$ cat src/rtl/pipe_stage_reg.sv
// Elastic pipeline stage register with valid/ready handshake, flush-to-bubble and stall counter.
// Optional SKID_BUF_EN adds a one-entry skid buffer and a registered in_ready.
module pipe_stage_reg #(
    parameter int PC_W     = 32,
    parameter int OP_W     = 14,
    parameter int DATA_W   = 32,
    parameter int NUM_DATA = 3,
    parameter int CTRL_W   = 6,
    parameter int IDX_W    = 5,
    parameter int CNT_W    = 16
) (
    input  logic                       clk,
    input  logic                       reset,
    input  logic                       flush,
    input  logic                       in_valid,
    output logic                       in_ready,
    input  logic [PC_W-1:0]            in_pc,
    input  logic [OP_W-1:0]            in_opcode,
    input  logic [NUM_DATA*DATA_W-1:0] in_data,
    input  logic [CTRL_W-1:0]          in_ctrl,
    input  logic [IDX_W-1:0]           in_rd_idx,
    output logic                       out_valid,
    input  logic                       out_ready,
    output logic [PC_W-1:0]            out_pc,
    output logic [OP_W-1:0]            out_opcode,
    output logic [NUM_DATA*DATA_W-1:0] out_data,
    output logic [CTRL_W-1:0]          out_ctrl,
    output logic [IDX_W-1:0]           out_rd_idx,
    output logic [CNT_W-1:0]           stall_cnt
);

    localparam int PAY_W = PC_W + OP_W + NUM_DATA * DATA_W + IDX_W;
    localparam logic [CNT_W-1:0] CNT_MAX = '1;

    logic [PAY_W-1:0]  w_in_pay;
    logic              w_accept;
    logic              w_stall;
    logic              r_out_valid;
    logic [PAY_W-1:0]  r_out_pay;
    logic [CTRL_W-1:0] r_out_ctrl;
    logic [CNT_W-1:0]  r_stall_cnt;

    assign w_in_pay = {in_pc, in_opcode, in_data, in_rd_idx};
    assign w_accept = in_valid && in_ready;
    assign w_stall  = r_out_valid && !out_ready;

`ifdef SKID_BUF_EN
    logic              r_sk_valid;
    logic [PAY_W-1:0]  r_sk_pay;
    logic [CTRL_W-1:0] r_sk_ctrl;
    logic              w_out_free;

    assign w_out_free = !r_out_valid || out_ready;
    assign in_ready   = !r_sk_valid;

    always_ff @(posedge clk) begin
        if (reset) begin
            r_out_valid <= 1'b0;
            r_out_pay   <= '0;
            r_out_ctrl  <= '0;
            r_sk_valid  <= 1'b0;
            r_sk_pay    <= '0;
            r_sk_ctrl   <= '0;
        end else if (flush) begin
            r_out_valid <= 1'b0;
            r_out_ctrl  <= '0;
            r_sk_valid  <= 1'b0;
            r_sk_ctrl   <= '0;
        end else if (w_out_free) begin
            // skid holds the older entry, so it drains first
            if (r_sk_valid) begin
                r_out_valid <= 1'b1;
                r_out_pay   <= r_sk_pay;
                r_out_ctrl  <= r_sk_ctrl;
                r_sk_valid  <= 1'b0;
                r_sk_ctrl   <= '0;
            end else if (w_accept) begin
                r_out_valid <= 1'b1;
                r_out_pay   <= w_in_pay;
                r_out_ctrl  <= in_ctrl;
            end else begin
                r_out_valid <= 1'b0;
                r_out_ctrl  <= '0;
            end
        end else if (w_accept) begin
            r_sk_valid <= 1'b1;
            r_sk_pay   <= w_in_pay;
            r_sk_ctrl  <= in_ctrl;
        end
    end
`else
    logic w_consume;

    assign w_consume = r_out_valid && out_ready;
    assign in_ready  = !r_out_valid || out_ready;

    always_ff @(posedge clk) begin
        if (reset) begin
            r_out_valid <= 1'b0;
            r_out_pay   <= '0;
            r_out_ctrl  <= '0;
        end else if (flush) begin
            r_out_valid <= 1'b0;
            r_out_ctrl  <= '0;
        end else if (w_accept) begin
            r_out_valid <= 1'b1;
            r_out_pay   <= w_in_pay;
            r_out_ctrl  <= in_ctrl;
        end else if (w_consume) begin
            r_out_valid <= 1'b0;
            r_out_ctrl  <= '0;
        end
    end
`endif

    // flush deliberately leaves the counter alone
    always_ff @(posedge clk) begin
        if (reset) begin
            r_stall_cnt <= '0;
        end else if (w_stall && (r_stall_cnt != CNT_MAX)) begin
            r_stall_cnt <= r_stall_cnt + 1'b1;
        end
    end

    assign out_valid = r_out_valid;
    assign out_ctrl  = r_out_ctrl;
    assign stall_cnt = r_stall_cnt;
    assign {out_pc, out_opcode, out_data, out_rd_idx} = r_out_pay;

endmodule

$ cat config.mk
export PLATFORM = sky130hd
export DESIGN_NAME = pipe_stage_reg
export DESIGN_NICKNAME = d
export VERILOG_FILES = /design/src/rtl/pipe_stage_reg.sv
export SDC_FILE = /design/constraint.sdc
export NUM_CORES = 1
export LEC_CHECK = 0
export ABC_AREA = 1
export CORE_AREA = 2 2 127 129
export CTS_CLUSTER_SIZE = 24
export DETAILED_ROUTE_END_ITERATION = 8
export DIE_AREA = 0 0 129 131
export GPL_TIMING_DRIVEN = 0
export PLACE_DENSITY = 0.84
export RECOVER_POWER = 100
export SLEW_MARGIN = 40
export SYNTH_ARGS = -nofsm -noshare
export SYNTH_HDL_FRONTEND = slang
export SYNTH_SLANG_ARGS = --single-unit
$ cat constraint.sdc
create_clock -name clk -period 3.3 [get_ports clk]
set_input_delay 0.495 -clock clk [delete_from_list [all_inputs] [get_ports clk]]
set_output_delay 0.495 -clock clk [all_outputs]
set_load 0.01 [all_outputs]
* After elaboration in Yosys (flattened, before gate mapping) *
Index checks and enable logic that the tools add are counted.

word-level totals
  flip-flop bits (word level) = 170
  input bits = 158
  output and inout port bits = 171
  logic and storage cells = 21

cells by class
  add/subtract/negate cells = 1
  equality and inequality tests = 1
  mux-type cells = 4
  bitwise operators = 1
  reductions and logical operators = 10

operators with widths
  kind                                            number
  adder 16 x 1 -> 16 bit (second input constant)  1
  != test 16 bit (second input constant)          1
  two-way mux 6 bit                               2
  logical AND 1 bit                               4
  logical NOT 1 bit                               2
  two-way mux 1 bit                               2
  AND reduction 2 bit                             1
  nonzero test 2 bit                              1
  OR reduction 2 bit                              1
  logical OR 1 bit                                1
  inverter 1 bit                                  1

* Logic depth before layout (Yosys ltp) *
  depth after elaboration = 4
  depth in mapped cells = 9
  depth with buffers taken out = 9

* Least setup slack after synthesis *
No wires, ideal clock.

  kind = register -> register
  start point = register r_stall_cnt[0], in the netlist stall_cnt[0]
  end point = register r_stall_cnt[3], in the netlist stall_cnt[3]
  library setup time = 128 ps
  data arrival time = 1380 ps
  required time = 3172 ps
  setup slack = 1792 ps
  cell stages (with the launch flop) = 10
  buffers on the path = 1
  clock period less this slack = 1508 ps
  cell sequence = dfxtp_1 > ha_1 > nand2_2 > nor2_4 > nand2_2 > o21ai_4 > buf_6 > nand2_1 > nand2_1 > nor2_1

on the way
  longest elaborated chain between the ends = 2
  elaborated cells between the ends (all ways) = 3
  classes of those cells = 1 x add/sub; 1 x eq/ne; 1 x reduce/logical

ends and longest elaborated chain
  item                                                                            RTL line  text
  start: declaration                                                              41        logic [CNT_W-1:0] r_stall_cnt;
  start signal: assignment                                                        121       r_stall_cnt <= r_stall_cnt + 1'b1;
  parallel branches: the longest is 2 deep, another holds adder 16 x 1 -> 16 bit  -

Parallel ways; which one is timed is not known.
A chain may end at the register's enable or synchronous reset.

* Final worst setup path *
  start point = input port out_ready
  end point = register r_out_pay[133]

on the way
  longest elaborated chain between the ends = 3

ends and longest elaborated chain
  item                                  RTL line  text
  start: declaration                    23        input logic out_ready,
  logical OR 1 bit                      95        assign in_ready = !r_out_valid || out_ready;
  logical AND 1 bit                     44        assign w_accept = in_valid && in_ready;
  AND reduction 2 bit (no source line)  -
  end signal: assignment                107       r_out_pay <= w_in_pay;
  end: declaration                      39        logic [PAY_W-1:0] r_out_pay;

No other way between the ends.

==> flow_metrics.env <==
export IMPL_synth_cell_area_sq_mm=0.00657
export IMPL_path_clk_slew_ns=0.07
export IMPL_drc=0
export IMPL_ios=329
export IMPL_timing_final_max_slew_violations=0
export IMPL_fmaxAchievable_mhz=392
export IMPL_clk_path_buf_depth=2
export IMPL_n_antenna_cell=0
export IMPL_routed_via_density=5.08
export IMPL_tns_ns=0
export IMPL_syn_num_nets=1008
export IMPL_htree_levels=4
export IMPL_hold_violations=0
export IMPL_cts_sinks=170
export IMPL_min_period_ns=2.55
export IMPL_r2r_slack_ns=0.98
export IMPL_worst_setup_path_start_kind="primary input"
export IMPL_postCtsHoldBufs=0
export IMPL_yosysWarnings=0
export IMPL_ant_nets=0
export IMPL_period_share_pct=77.3
export IMPL_wl_um=23400
export IMPL_finalNetCount=1354
export IMPL_ys_types=24
export IMPL_first_pass_iters=5
export IMPL_cap_violations=0
export IMPL_grt_max_degree=17
export IMPL_ys_seq_area_share_pct=51.8
export IMPL_dp_hpwl_um=17700
export IMPL_cts_tree="built"
export IMPL_setup_viol=0
export IMPL_critPathKind="in2reg"
export IMPL_crit_fanout=10
export IMPL_cts_buffers=17
export IMPL_grt_pass1_wl_um=34200
export IMPL_p_leak_nw=4.41
export IMPL_finalClockSkew_ns=0.00926
export IMPL_chipWidth_um=129
export IMPL_wl_per_cell_um=16.5
export IMPL_hp_class="reg2reg"
export IMPL_placed_area_sq_mm=0.0101
export IMPL_status="completed"
export IMPL_die_y_um=131
export IMPL_grt_overflow_total=0
export IMPL_crit_required_ns=3.65
export IMPL_synth_cells=849
export IMPL_rsz0062_at_grt="no"
export IMPL_avgSynthCellArea_sq_um=7.74
export IMPL_dieArea_sq_mm=0.0169
export IMPL_grt_pass1_vias=6565
export IMPL_cts_resized_gates=0
export IMPL_cts_setup_buffers=0
export IMPL_slew_headroom_pct=29.1
export IMPL_core_area_sq_mm=0.0156
export IMPL_io_buffers=327
export IMPL_globalplace_congestion=0.884
export IMPL_insertion_delay_ns=0.42
export IMPL_max_slew_worst_pin_slew_ns=1.06
export IMPL_rows=46
export IMPL_dp_cells=1392
export IMPL_stdcell_count=1423
export IMPL_worst_ep_arrival_time_ns=2.90
export IMPL_via_count=7224
export IMPL_layout_drive_gt1_share_pct=5.47
export IMPL_yosys_register_bits=170
export IMPL_antenna_found_initial=0
export IMPL_area_growth_pct=61.7
export IMPL_root_buffer="clkbuf_16"
export IMPL_drt_iter0_drc=508
export IMPL_endpoint_kind="flop"
export IMPL_grt_usage_pct=25.9
export IMPL_power_density_mw_per_mm2=456
export IMPL_floorplan_initialDensity_pct=42.1
export IMPL_fin_area_sq_mm=0.0106
export IMPL_vdd_ir_drop_max_mv=0.312
cell usage after synthesis (all sizes together):
master	number	area share [%]
a21oi	155	12
and2	1	0.095
buf	37	3.9
clkbuf	31	1.8
dfxtp	170	52
ha	1	0.19
inv	24	1.4
nand2	213	12
nand3	154	12
nand3b	1	0.11
nand4	1	0.095
nor2	44	2.9
o21ai	10	0.93
xor2	7	0.93
final timing paths:
check,from,end,cells after the start
worst max-delay path,out_ready,r_out_pay[133]$_SDFFE_PP0P_,8
worst min register to register,r_out_pay[64]$_SDFFE_PP0P_,r_out_pay[64]$_SDFFE_PP0P_,2
worst min-delay path,r_out_pay[64]$_SDFFE_PP0P_,r_out_pay[64]$_SDFFE_PP0P_,2
worst max register to register,out_valid$_SDFFE_PP0P_,r_out_pay[133]$_SDFFE_PP0P_,6
flip-flops by register name, summed over array words and instances (netlist names):
signal     cells
stall_cnt     16
out_ctrl       6
r_out_pay    147
out_valid      1
through the flow:
step           worst slack (ns)  hold WS [ns]  total power [mW]  utilization (%)
2_1_floorplan              1.79         0.483              2.53                -
3_3_place_gp               1.11         0.446              2.98             64.9
3_5_place_dp               1.06         0.450              2.99             64.9
4_1_cts                    1.10         0.460              4.92             68.5
5_1_grt                   0.560         0.472              5.01             68.2
6_report                  0.749         0.455              4.85             68.2
routing by layer:
| metal | wire length [um] | track usage [%] | up-vias | part of all wire (%) |
|---|---|---|---|---|
| li1 | - | - | 3514 | - |
| met2 | 11700 | 45.8 | 319 | 50 |
| met4 | 643 | 10.5 | 0 | 2.7 |
| met1 | 9330 | 30.0 | 3344 | 40 |
| met3 | 1740 | 6.68 | 47 | 7.4 |
| met5 | 0 | 0 | - | 0 |
kinds of logic (layout without fill, tap and decap cells):
group	Yosys count	after routing	synth area share, %
AO/OA/AOI/OAI	165	165	12.7
XOR/XNOR	7	7	0.933
flip-flops	170	170	51.8
AND/OR/NAND/NOR	414	414	27.3
adder cells (fa/ha/maj)	1	1	0.190
buffers and inverters	92	450	7.10
worst max-delay path, stage by stage:
cell and delay, ns:
clkdlybuf4s50_1 0.45, inv_1 0.04, nand2_1 0.21, inv_4 0.08
nor2_1 0.80, clkbuf_1 0.48, nand3_1 0.15, a21oi_1 0.18
cell type report:
type,count,area (sq um)
Sequential cell,170,3400
Timing Repair Buffer,327,3270
Multi-Input combinational cell,587,2660
Tap cell,216,270
Inverter,24,92.6
Fill cell,1282,4970
Clock buffer,21,480
Clock inverter,10,92.6
Buffer,68,355
report_power, final:
group          switching (mW)  total (mW)  internal, mW
sequential             0.0477        2.19          2.14
clock                   0.818        1.93          1.12
combinational           0.339       0.720         0.381
cells in the final DEF (no fill, tap or decap), drive strengths merged, types with 7 or more instances in the layout:
master and instances:
xor2 7, dlygate4sd3 172, o21ai 10, nand3 154
nor2 44, clkbuf 57, inv 25, clkdlybuf4s50 155
nand2 213, buf 32, a21oi 155, dfxtp 170
clkinv 7
Power figures use the tool's default switching activity.
==> patch 1: new RTL, config.mk and constraints unchanged <==
`PC_W`: 32 -> 16.
--- a/src/rtl/pipe_stage_reg.sv
+++ b/src/rtl/pipe_stage_reg.sv
@@ -3,3 +3,3 @@
 module pipe_stage_reg #(
-    parameter int PC_W     = 32,
+    parameter int PC_W     = 16,
     parameter int OP_W     = 14,
Ports: changed (resized in_pc and out_pc); port bits go from 329 to 297. The function was not compared with the original's and may differ.
==> patch 1 against the original RTL <==
- via count decreased by 10%
- design area decreased by 8.2%
- power decreased by 4.4%
- sequential cell count decreased by 16
- register-to-register slack improved by 0.07 ns
- die area unchanged
- worst setup slack improved by 0.013 ns
- area after synthesis decreased by 8.9%
- sequential power decreased by 9.6%
- wire length decreased by 13%
==> patch 1: results (changes against the original RTL) <==
----------------------------------------------------
[Drt]
  Drt via density ... 4.942 (-2.6%)
  Routed wirelength normalized by instance count ... 15.52 um (-5.7%)
  Drt initial violations ... 317 (-38%)
  Total via count in the routed design ... 6489 (-10%)

[Cells and area]
  Number of clock buffer instances in the layout ... 20 (-4.8%)
  Buffering overhead ... 33.03% (-1.1 points)
  Multi-input combinational cell area ... 2499 um^2 (-6.2%)
  Non-clock inverter count ... 21 (-13%)
  Area taken by flip-flops and latches ... 3083 um^2 (-9.4%)
  Seq_cells ... 154 (-9.4%)
  Fraction of final layout cells with drive strength greater than 1 ... 4.923% (-0.55 points)
  Total Nets Final ... 1231 (-9.1%)
  #MultiIn Comb ... 538 (-8.3%)
  Number of flip-flops under the largest register name ... 131 (-11%)
  Non-clock buffers ... 356 (-9.9%)
  Seq/total area ... 31.60% (-0.41 points)

[Placed design]
  Port-buffer cells ... 295 (-9.8%)
  Routability congestion estimate from global placement ... 0.8769 (-0.78%)
  Detailed-placement wirelength estimate ... 14970 um (-15%)
  Cell area reported after detailed placement ... 9208 um^2 (-9.0%)

[Worst setup path]
  Data arrival at the endpoint of the critical path ... 2.88 ns (-0.02 ns)
  Slowest CP cell ... sky130_fd_sc_hd__clkbuf_1
  Reg2Reg Setup Slack ... 1.05 ns (+0.07 ns)
  End of the worst register-to-register path ... r_out_pay[27]$_SDFFE_PP0P_
  Depth of the most critical reg-to-reg path ... 8 (+2)
  Delay contributed by the slowest stage of the critical path ... 0.56 ns (-0.24 ns)

[Power]
  Clock power share ... 43.6% (+3.7 points)
  Clk. pwr ... 2.02 mW (+5%)
  Cell leakage power ... 3.977 nW (-9.8%)
  Share of total power in sequential cells ... 42.8% (-2.4 points)
  Design internal power ... 3.559 mW (-2.2%)
  Maximum resistive drop on vdd ... 0.0003477 V (+11%)

[Logic synthesis]
  Most frequent cells after synthesis ... sky130_fd_sc_hd__nand2_1, sky130_fd_sc_hd__dfxtp_1, sky130_fd_sc_hd__nand3_1
  Fraction of the yosys area taken by sequential cells ... 51.52% (-0.26 points)
  Synth top area cells ... sky130_fd_sc_hd__dfxtp_1, sky130_fd_sc_hd__nand3_1, sky130_fd_sc_hd__nand2_1
  Mapped Nets ... 917 (-9.0%)
  Count of different cell masters after synthesis ... 25 (+4.2%)
  Synth Instances ... 774 (-8.8%)

[STA]
  Least setup slack across all paths after layout ... 0.7619 ns (+0.01307 ns)
  Worst hold slack ... 0.4519 ns (-0.002842 ns)
  Clk_skew ... 0.004610 ns (-0.004655 ns)
  Slew of the pin with the lowest slew margin ... 0.8351 ns (-0.2239 ns)

[Min path]
  Terminating pin of the worst hold path ... r_out_pay[129]$_SDFFE_PP0P_
  Startpoint of the most critical hold path ... r_out_pay[129]$_SDFFE_PP0P_

[Outcome]
  Result of the run ... completed

[GRT]
  Total global routing track utilization ... 23.40% (-2.5 points)
  First-pass GRT wire length ... 30900 um (-9.8%)

----------------------------------------------------
-- patch 1: cell count changes in the layout (fill, tap and decap cells not counted), sizes merged, moves of 4 or more --
cell / delta
a21oi: -14
buf: -8
clkdlybuf4s50: -17
dfxtp: -16
inv: -4
dlygate4sd3: -15
nand2: -20
o21ai: -7
clkinv: -4
nand3: -9
-- patch 1: kinds of logic after synthesis --
kind of cell    share of synthesized area [%]
flops                                   51.52
compound gates                          12.04
buf+inv                                 6.314
xor+xnor                               0.8781
simple gates                            29.04
fa+ha+maj                              0.2090
-- patch 1: routing by layer --
metal | routed length, um | vias up | GRT usage, %
met2 | 10160 | 262 | 40.52
li1 | - | 3197 | -
met4 | 512 | 0 | 9.399
met3 | 1692 | 39 | 8.184
met1 | 8010 | 2991 | 26.50
met5 | 0 | - | 0
-- patch 1: critical path, delay by kind of cell --
family / cells / cell delay, ns
AO/OA/AOI/OAI: 1 / 0.15
buffers and inverters: 5 / 1.76
AND/OR/NAND/NOR: 4 / 0.44
==> patch 2: new RTL, same flow settings <==
Without the edit above. Register the output `stall_cnt` once more, cleared by the reset; this adds one clock of latency there. The other outputs are not delayed to match.
--- a/src/rtl/pipe_stage_reg.sv
+++ b/src/rtl/pipe_stage_reg.sv
@@ -126,3 +126,9 @@
     assign out_ctrl  = r_out_ctrl;
-    assign stall_cnt = r_stall_cnt;
+    always_ff @(posedge clk) begin
+        if (reset) begin
+            stall_cnt <= '0;
+        end else begin
+            stall_cnt <= r_stall_cnt;
+        end
+    end
     assign {out_pc, out_opcode, out_data, out_rd_idx} = r_out_pay;
Function: changed (Yosys sat finds a counterexample within 4 cycles, from zero or initial values and one cycle with reset high).
==> patch 2 against the original RTL <==
- worst setup slack worse by 0.13 ns
- power is 7.7% higher
- sequential share of layout area is 1.6 points higher
- clock power is 9.8% higher
- worst hold slack hardly changed
- design area is 4.2% higher
- cell count is 3.3% higher
- sequential cell count is 16 higher
- area after synthesis is 6.4% higher
- wire length is 2.1% higher
==> patch 2: results (changes against the original RTL) <==
----------------------------------------------------
[Outcome]
  Result of the run ... completed

[STA]
  Slew of the pin with the lowest slew margin ... 1.007 ns (-0.05174 ns)
  Final count of hold timing violations ... 0 (unchanged)
  Clk_skew ... 0.01144 ns (+0.002175 ns)

[Drt]
  Antenna-violating nets left ... 0 (unchanged)
  DR pass1 iterations ... 5 (unchanged)
  Drt initial violations ... 352 (-31%)
  Total via count in the routed design ... 7443 (+3.0%)
  Total length of routed wires ... 23910 um (+2.1%)

[Worst setup path]
  Data arrival at the endpoint of the critical path ... 3.03 ns (+0.13 ns)
  Gate family responsible for the most delay along the worst path ... buffers and inverters
  Largest fanout on the critical path ... 10 (unchanged)
  Delay contributed by the slowest stage of the critical path ... 0.76 ns (-0.04 ns)
  Startpoint Class ... primary input
  Slowest CP cell ... sky130_fd_sc_hd__clkbuf_1

[Cells and area]
  Largest regs ... r_out_pay x147, r_stall_cnt x16, stall_cnt x16
  Fraction of final layout cells with drive strength greater than 1 ... 4.147% (-1.3 points)
  Fill cells ... 1232 (-3.9%)
  Antenna diode count ... 0 (unchanged)
  Total Nets Final ... 1401 (+3.5%)

[Power]
  Cell leakage power ... 4.591 nW (+4.2%)
  Maximum resistive drop on vdd ... 0.0003381 V (+8.4%)

[Placed design]
  Worst setup timing slack at the placement stage ... 0.8718 ns (-0.1904 ns)
  Routability congestion estimate from global placement ... 0.8856 (+0.20%)
  Detailed-placement wirelength estimate ... 17720 um (+0.28%)
  Port-buffer cells ... 327 (unchanged)

[Logic synthesis]
  Synthesis Warnings ... 0 (unchanged)
  Synth top area cells ... sky130_fd_sc_hd__dfxtp_1, sky130_fd_sc_hd__nand2_1, sky130_fd_sc_hd__a21oi_1
  Most frequent cells after synthesis ... sky130_fd_sc_hd__nand2_1, sky130_fd_sc_hd__dfxtp_1, sky130_fd_sc_hd__a21oi_1, sky130_fd_sc_hd__nand3_1, sky130_fd_sc_hd__nor2_1
  Count of different cell masters after synthesis ... 23 (-4.2%)
  Proportion of register bits with asynchronous set or reset after synthesis ... 0% (unchanged)
  Fraction of the yosys area taken by sequential cells ... 53.26% (+1.5 points)
  Mapped Nets ... 1055 (+4.7%)

[Clock tree]
  Maximum root-to-sink buffer count ... 2 (unchanged)
  TritonCTS Buffers ... 17 (unchanged)
  Post-CTS Resized ... 0 (unchanged)
  Worst-Skew Late Latency ... 0.43 ns
  Clock tree root buffer cell ... sky130_fd_sc_hd__clkbuf_16
  Clock transition at the registers of the reported paths ... 0.07 ns (about the same)
  Post-CTS repair timing setup buffer count ... 0 (unchanged)
  H-tree depth ... 4 (unchanged)

[Min path]
  Path class of the lowest-slack min-delay path ... register to register

[GRT]
  Via count of the first global-routing pass ... 6807 (+3.7%)
  Total global routing track utilization ... 26.75% (+0.84 points)
  Antenna violations before repair ... 0 (unchanged)
  First-pass GRT wire length ... 35070 um (+2.4%)
  Largest net degree at the start of global routing ... 17 (unchanged)

----------------------------------------------------
==> patch 2: report_power, final <==
group / total [mW] / internal, mW / switching (mW)
registers: 2.39 / 2.34 / 0.0479
clock network: 2.12 / 1.27 / 0.846
logic: 0.717 / 0.376 / 0.341
total: 5.22 / 3.99 / 1.23
==> patch 2: worst paths after layout <==
check,start,to,slack [ns],depth (start not counted)
worst min register to register,r_out_pay[22]$_SDFFE_PP0P_,r_out_pay[22]$_SDFFE_PP0P_,0.45,2
worst max register to register,out_valid$_SDFFE_PP0P_,r_out_pay[62]$_SDFFE_PP0P_,0.72,8
worst max-delay path,out_ready,r_out_pay[62]$_SDFFE_PP0P_,0.62,8
worst min-delay path,r_out_pay[22]$_SDFFE_PP0P_,r_out_pay[22]$_SDFFE_PP0P_,0.45,2
==> patch 2: cell type report <==
type	count	area, um^2	area share (%)
inverter	28	105.1	0.9486
timing repair buffer	327	3273	29.54
clock inverter	6	111.4	1.005
buffer	69	354.1	3.196
clock buffer	25	495.5	4.472
sequential	186	3724	33.61
tap	216	270.3	2.439
multi-input combinational	613	2746	24.79
==> patch 2: per-layer routing <==
metal	vias up	wire length [um]	GRT usage, %
met5	-	0	0
met4	0	585	10.42
li1	3653	-	-
met2	298	12130	47.71
met1	3452	9342	30.21
met3	40	1846	7.899
==> patch 2: cell families after synthesis <==
group                      count (synthesis)  share of synthesized area (%)
adders and majority gates                  1                         0.1789
buffers and inverters                     97                          6.943
xor gates and xnor gates                   5                         0.6263
DFF                                      186                          53.26
and+or+nand+nor                          445                          27.40
AOI/OAI and AO/OA                        162                          11.60
==> patch 2: worst register-to-register path, delay by kind of cell (launching register included) <==
kind | cells | cell delay [ns]
flops | 1 | 0.36
buf+inv | 3 | 1.05
simple gates | 4 | 0.95
compound gates | 1 | 0.15
==> patch 2: stage by stage <==
| stage | total power, mW | utilization, % | cells | hold slack [ns] | instance area, um^2 |
|---|---|---|---|---|---|
| CTS | 5.298 | 71.43 | 1470 | 0.4592 | 11140 |
| global placement | 3.178 | 67.54 | 1439 | 0.4452 | 10540 |
| global route | 5.378 | 71.03 | 1470 | 0.4700 | 11080 |
| floorplan | 2.732 | - | 896 | 0.4442 | 6992 |
| finish | 5.220 | 71.03 | 1470 | 0.4547 | 11080 |
| detailed placement | 3.192 | 67.54 | 1439 | 0.4490 | 10540 |
